[config.mk]
export PLATFORM = sky130hd
export DESIGN_NAME = keypad_hex_scanner
export DESIGN_NICKNAME = d
export VERILOG_FILES = /design/src/rtl/keypad_hex_scanner.sv
export SDC_FILE = /design/constraint.sdc
export NUM_CORES = 1
export LEC_CHECK = 0
export ABC_AREA = 1
export CAP_MARGIN = 20
export CORE_MARGIN = 1
export CORE_UTILIZATION = 58
export CTS_CLUSTER_DIAMETER = 150
export DETAILED_ROUTE_END_ITERATION = 8
export GPL_TIMING_DRIVEN = 0
export MAX_ROUTING_LAYER = met4
export PLACE_DENSITY_LB_ADDON = 0.08
export SYNTH_ARGS = -nofsm -noshare
export SYNTH_HDL_FRONTEND = slang
export SYNTH_SLANG_ARGS = --single-unit
[constraint.sdc]
create_clock -name clk -period 10.7 [get_ports clk]
set_input_delay 2.14 -clock clk [delete_from_list [all_inputs] [get_ports clk]]
set_output_delay 2.14 -clock clk [all_outputs]
set_load 0.03 [all_outputs]
[src/rtl/keypad_hex_scanner.sv]
// 4x4 hex keypad scanner: row strobe, column sync, full-scan debounce, valid/ack key handshake
// and an eight-key DIGITS/EN history. Define KEYPAD_FIFO_EN for a 4-entry key FIFO in front of the handshake.
module keypad_hex_scanner #(
    parameter logic [15:0] SCAN_DIV       = 16'h8fff,
    parameter int unsigned DEBOUNCE_SCANS = 4
) (
    input  logic        clk,
    input  logic        reset,
    input  logic [3:0]  KYPD_COL,
    output logic [3:0]  KYPD_ROW,
    output logic [3:0]  KEY_CODE,
    output logic        KEY_VALID,
    input  logic        KEY_ACK,
    output logic        KEY_HELD,
    output logic        KEY_OVERRUN,
    output logic [31:0] DIGITS,
    output logic [7:0]  EN
);

    localparam int unsigned DW = 16;
    localparam int unsigned CW = 4;

    typedef enum logic {IDLE, HELD} state_t;

    logic [3:0]    col_meta, col_sync;
    logic          run_q;
    logic [1:0]    row;
    logic [DW-1:0] dwell;
    logic [11:0]   scan_lo;
    logic          last_dwell, scan_done;
    logic [15:0]   scan_low;
    logic [4:0]    n_low;
    logic [3:0]    hit_idx;
    logic [3:0]    scan_code;
    logic          is_none, is_single;

    state_t        state_q, state_n;
    logic [CW-1:0] deb_q, deb_n;
    logic [3:0]    last_q, last_n;
    logic          accept;

    function automatic logic [3:0] key_map(input logic [3:0] idx);
        case (idx)
            4'd0:  key_map = 4'h1;
            4'd1:  key_map = 4'h2;
            4'd2:  key_map = 4'h3;
            4'd3:  key_map = 4'hA;
            4'd4:  key_map = 4'h4;
            4'd5:  key_map = 4'h5;
            4'd6:  key_map = 4'h6;
            4'd7:  key_map = 4'hB;
            4'd8:  key_map = 4'h7;
            4'd9:  key_map = 4'h8;
            4'd10: key_map = 4'h9;
            4'd11: key_map = 4'hC;
            4'd12: key_map = 4'h0;
            4'd13: key_map = 4'hF;
            4'd14: key_map = 4'hE;
            default: key_map = 4'hD;
        endcase
    endfunction

    assign last_dwell = run_q && (dwell == SCAN_DIV);
    assign scan_done  = last_dwell && (row == 2'd3);

    // Row strobe lags reset release by one cycle so every row dwells a full SCAN_DIV+1 cycles.
    always_ff @(posedge clk) begin
        if (reset) begin
            col_meta <= 4'hf;
            col_sync <= 4'hf;
            run_q    <= 1'b0;
            row      <= 2'd0;
            dwell    <= '0;
            scan_lo  <= '1;
            KYPD_ROW <= 4'hf;
        end else begin
            col_meta <= KYPD_COL;
            col_sync <= col_meta;
            if (!run_q) begin
                run_q    <= 1'b1;
                KYPD_ROW <= 4'b1110;
            end else if (last_dwell) begin
                dwell    <= '0;
                row      <= row + 2'd1;
                KYPD_ROW <= ~(4'b0001 << 2'(row + 2'd1));
                case (row)
                    2'd0:    scan_lo[3:0]  <= col_sync;
                    2'd1:    scan_lo[7:4]  <= col_sync;
                    2'd2:    scan_lo[11:8] <= col_sync;
                    default: ;
                endcase
            end else begin
                dwell <= dwell + DW'(1);
            end
        end
    end

    // Classify the completed scan; row 3 comes straight from the synchronizer.
    always_comb begin
        scan_low = ~{col_sync, scan_lo};
        n_low    = 5'd0;
        hit_idx  = 4'd0;
        for (int i = 0; i < 16; i++) begin
            if (scan_low[i]) begin
                n_low   = n_low + 5'd1;
                hit_idx = 4'(i);
            end
        end
        is_none   = (n_low == 5'd0);
        is_single = (n_low == 5'd1);
        scan_code = key_map(hit_idx);
    end

    always_ff @(posedge clk) begin
        if (reset) begin
            state_q  <= IDLE;
            deb_q    <= '0;
            last_q   <= 4'd0;
            KEY_HELD <= 1'b0;
            DIGITS   <= 32'd0;
            EN       <= 8'd0;
        end else begin
            state_q  <= state_n;
            deb_q    <= deb_n;
            last_q   <= last_n;
            KEY_HELD <= (state_n == HELD);
            if (accept) begin
                DIGITS <= {DIGITS[27:0], last_n};
                EN     <= {EN[6:0], 1'b1};
            end
        end
    end

    always_comb begin
        state_n = state_q;
        deb_n   = deb_q;
        last_n  = last_q;
        accept  = 1'b0;
        if (scan_done) begin
            case (state_q)
                IDLE: begin
                    if (is_single) begin
                        if ((deb_q != '0) && (scan_code == last_q)) deb_n = deb_q + CW'(1);
                        else                                        deb_n = CW'(1);
                        last_n = scan_code;
                        if (deb_n == CW'(DEBOUNCE_SCANS)) begin
                            accept  = 1'b1;
                            state_n = HELD;
                            deb_n   = '0;
                        end
                    end else begin
                        deb_n = '0;
                    end
                end
                HELD: begin
                    if (is_none) begin
                        deb_n = deb_q + CW'(1);
                        if (deb_n == CW'(DEBOUNCE_SCANS)) begin
                            state_n = IDLE;
                            deb_n   = '0;
                        end
                    end else begin
                        deb_n = '0;
                    end
                end
                default: state_n = IDLE;
            endcase
        end
    end

`ifdef KEYPAD_FIFO_EN
    logic [3:0] fifo_mem [4];
    logic [1:0] rd_q, wr_q, rd_n;
    logic [2:0] cnt_q, cnt_n;
    logic       pop, do_push, ovr_n;
    logic [3:0] head_n;

    always_comb begin
        pop     = KEY_ACK && (cnt_q != 3'd0);
        do_push = accept && ((cnt_q != 3'd4) || pop);
        ovr_n   = accept && (cnt_q == 3'd4) && !pop;
        cnt_n   = cnt_q + 3'(do_push) - 3'(pop);
        rd_n    = rd_q + 2'(pop);
        head_n  = ((cnt_q - 3'(pop)) == 3'd0) ? last_n : fifo_mem[rd_n];
    end

    always_ff @(posedge clk) begin
        if (do_push) fifo_mem[wr_q] <= last_n;
    end

    // Outputs mirror the post-update FIFO head, so a push into an empty FIFO shows next cycle.
    always_ff @(posedge clk) begin
        if (reset) begin
            rd_q        <= 2'd0;
            wr_q        <= 2'd0;
            cnt_q       <= 3'd0;
            KEY_VALID   <= 1'b0;
            KEY_CODE    <= 4'd0;
            KEY_OVERRUN <= 1'b0;
        end else begin
            rd_q        <= rd_n;
            wr_q        <= wr_q + 2'(do_push);
            cnt_q       <= cnt_n;
            KEY_VALID   <= (cnt_n != 3'd0);
            KEY_OVERRUN <= ovr_n;
            if (cnt_n != 3'd0) KEY_CODE <= head_n;
        end
    end
`else
    // Single pending key; an ack in the accept cycle makes room for the new key.
    always_ff @(posedge clk) begin
        if (reset) begin
            KEY_VALID   <= 1'b0;
            KEY_CODE    <= 4'd0;
            KEY_OVERRUN <= 1'b0;
        end else begin
            KEY_OVERRUN <= accept && KEY_VALID && !KEY_ACK;
            if (accept && (!KEY_VALID || KEY_ACK)) begin
                KEY_VALID <= 1'b1;
                KEY_CODE  <= last_n;
            end else if (KEY_ACK) begin
                KEY_VALID <= 1'b0;
            end
        end
    end
`endif

endmodule
==> results.md <==
- CP Class: flop to flop
- Detail Route Antenna Nets: 0
- Share of cells above drive strength 1: 10.2%
- Largest family of logic cells by synthesized area: simple AND/OR/NAND/NOR gates
- Critical Path RT: 11.00 ns
- Logic pwr share: 5.8%
- Status: complete, no violations
- Core ar.: 0.0103 mm²
- Post-detailed-route wirelength per cell: 10.9 µm
- Syn Nets: 981
- Site Rows: 37
- Syn Inst Count: 946
- Routed wire length: 12.6 mm
- P&R area growth vs syn: 15.2%
- Seq/Total Area, Yosys: 32.0%
- Final hold violations: 0
- Htree depth: 3
- First-pass DRT Iterations: 5
- XOR/XNOR Fraction of Synth Area: 2.00%
- Top cell type's share of synthesized area: 32.0%
- Commonest non-fill, non-tap cells in the layout: nand2_1 (292), inv_1 (173), dfxtp_1 (98)
- Number of max-cap violations: 0
- Via count: 5596
- Final GP Congestion: 0.910
- Path category of the worst min-delay check: flop to flop
- Post-CTS Resized: 0
- Adder-cell share of the synthesized area: 5.71%
- Pint: 476 µW
- Cts hold-fix bufs: 0
- Register area: 0.00196 mm²
- Mux cell area share after synthesis: 0%
- Overflow after GRT: 0
- I/O pins: 58
- Antenna violations before repair: 0
- Clock root buffer: clkbuf_8
- Worst setup margin: 1.15 ns
- Max Transition Viols Final: 0
- DIE AREA: 0.0110 mm²
- Height of the die: 105 µm
- Largest net degree at the start of global routing: 19
- Final #Nets: 1049
- # fillers: 949
- CP Launch Point: scan_lo[0]
- Worst vdd ir: 72.7 µV
- Psw: 166 µW
- Synthesized area: 0.00613 mm²
- Pre-CTS setup slack: 1.11 ns
- Final setup fails: 0
- Seq cells post-synth: 98
- Die Wd: 105 µm
- Share of power burned in registers: 57.4%
- Final Cycle Share: 89.3%
- Initial Utilization: 59.7%
- Area leader, netlist: dfxtp_1
- Sw frac: 25.9%
- Port bufs: 57
- Peak Freq: 105 MHz
- Reg-to-Reg Start: scan_lo[0]
- Final core utilization: 68.8%
- Simple-gate portion of the synthesized area: 36.3%
- Multi-input logic area: 0.00335 mm²
- Setup Skew: 0.0153 ns
- GRT Total Usage: 24.5%
- Distinct cells, synth: 37
- Ant diodes: 0
- First-pass GRT wire length: 21.7 mm
- Vias per Instance: 4.85
- CTS tree: done
- Residual DRC: 0
- Clock-pin slew on the worst setup and hold paths: 0.10 ns
- Number of global-route vias before repair: 4994
- CTS Sinks: 98
- Mapped Avg Cell Area: 6.48 µm²
- Minimum clock period: 9.55 ns
- Compound-Gate Fraction of Synth Area: 10.6%
- TNS Setup: 0 ns
- Actual slew at the worst max-slew pin: 0.554 ns
- Clock power frac: 36.9%
- Skew-Pair Late Insertion Delay: 0.37 ns
- WP data arrival: 9.86 ns
- Crit. End Element: flop
- Top cells by area, synth: dfxtp_1 (32%), nand2_1 (18%), inv_1 (11%)
- Pwr Density: 90.8 mW/mm²
- CP Launch Type: flop
- Postcts setup bufs: 0
- Clock Path Buffers: 2
- CP max stage cell: dfxtp_1
- Most used cell, CP: nand2_1
- DRT iter0 DRCs: 255
- RSZ-0062 raised after global routing: false
- Ys Warns: 0
- Hold Path Origin: col_meta[3]
- Worst slew margin: 63.1%
- Crit path max fanout: 5
- DP HPWL: 9.86 mm
- Pleak: 0.00374 µW
- CP peak stage delay: 0.37 ns
- CTS buffer count: 9
- Commonest non-fill, non-tap cell in the layout: nand2_1
-- logic make-up (layout without fill, tap and decap cells) --
group	Yosys count	in the layout
adders and majority gates	28	28
AOI/OAI and AO/OA	98	98
xor gates and xnor gates	14	14
buffers and inverters	202	275
DFF	98	98
and+or+nand+nor	506	506
-- per-stage QoR --
step	area (µm²)	power [µW]	hold slack, ns	std cells
finish	7070	642	0.416	1155
floorplan	6130	404	0.389	946
detailed placement	6880	414	0.392	1139
global route	7070	666	0.434	1155
CTS	7070	647	0.416	1155
global placement	6880	413	0.390	1139
-- synthesized netlist by cell type (all sizes together) --
cell type	n
nand2	308
inv	178
dfxtp	98
nor2	75
nand3	69
a21oi	59
ha	28
o211ai	17
or2	17
buf	14
o21ai	14
nand4	11
nor3	10
nor4	8
xor2	8
clkbuf	7
nand3b	7
xnor2	6
clkinv	3
a211oi	2
o21a	2
o22ai	2
a21boi	1
a221oi	1
and2	1
-- final timing paths --
kind,end,slack (ns),depth (start not counted)
worst max-delay path,KEY_CODE[0],1.15,57
worst min-delay path,col_sync[3],0.42,1
worst max register to register,KEY_CODE[0],1.15,57
worst min register to register,col_sync[3],0.42,1
-- flip-flops by register name (all words and copies together) (netlist names), 2 cells and up --
register  count
DIGITS       32
dwell        16
scan_lo      12
EN            8
KEY_CODE      4
KYPD_ROW      4
col_meta      4
col_sync      4
deb_q         4
last_q        4
row           2
-- area by class of cell --
class | instances | area share, %
Clock buffer | 10 | 1.95
Tap cell | 136 | 2.41
Sequential cell | 98 | 27.8
Clock inverter | 6 | 0.779
Timing Repair Buffer | 57 | 8.07
Buffer | 21 | 2.00
Inverter | 181 | 9.68
Multi-Input combinational cell | 646 | 47.4
-- metal layers --
| layer | routed length [µm] | vias up | GRT usage (%) | part of all wire, % |
|---|---|---|---|---|
| li1 | - | 3068 | - | - |
| met1 | 6420 | 2450 | 32.0 | 51 |
| met2 | 5730 | 70 | 40.1 | 45 |
| met3 | 334 | 8 | 3.56 | 2.6 |
| met4 | 129 | 0 | 5.73 | 1.0 |
| met5 | 0 | - | - | 0 |
-- power groups by stage --
stage / Sequential [µW] / Clock [µW] / Combinational (µW)
floorplan: 377 / 0 / 26.5
global placement: 377 / 0 / 36.3
detailed placement: 377 / 0 / 36.8
CTS: 369 / 242 / 37.0
global route: 369 / 255 / 41.9
finish: 368 / 237 / 37.0
-- critical path, delay by kind of cell, from the launching register on --
kind            cells  cell delay, ns
buf+inv             8            0.46
flops               1            0.37
fa+ha+maj          14            3.83
simple gates       32            4.54
compound gates      3            0.29
Power figures use the tool's default switching activity.
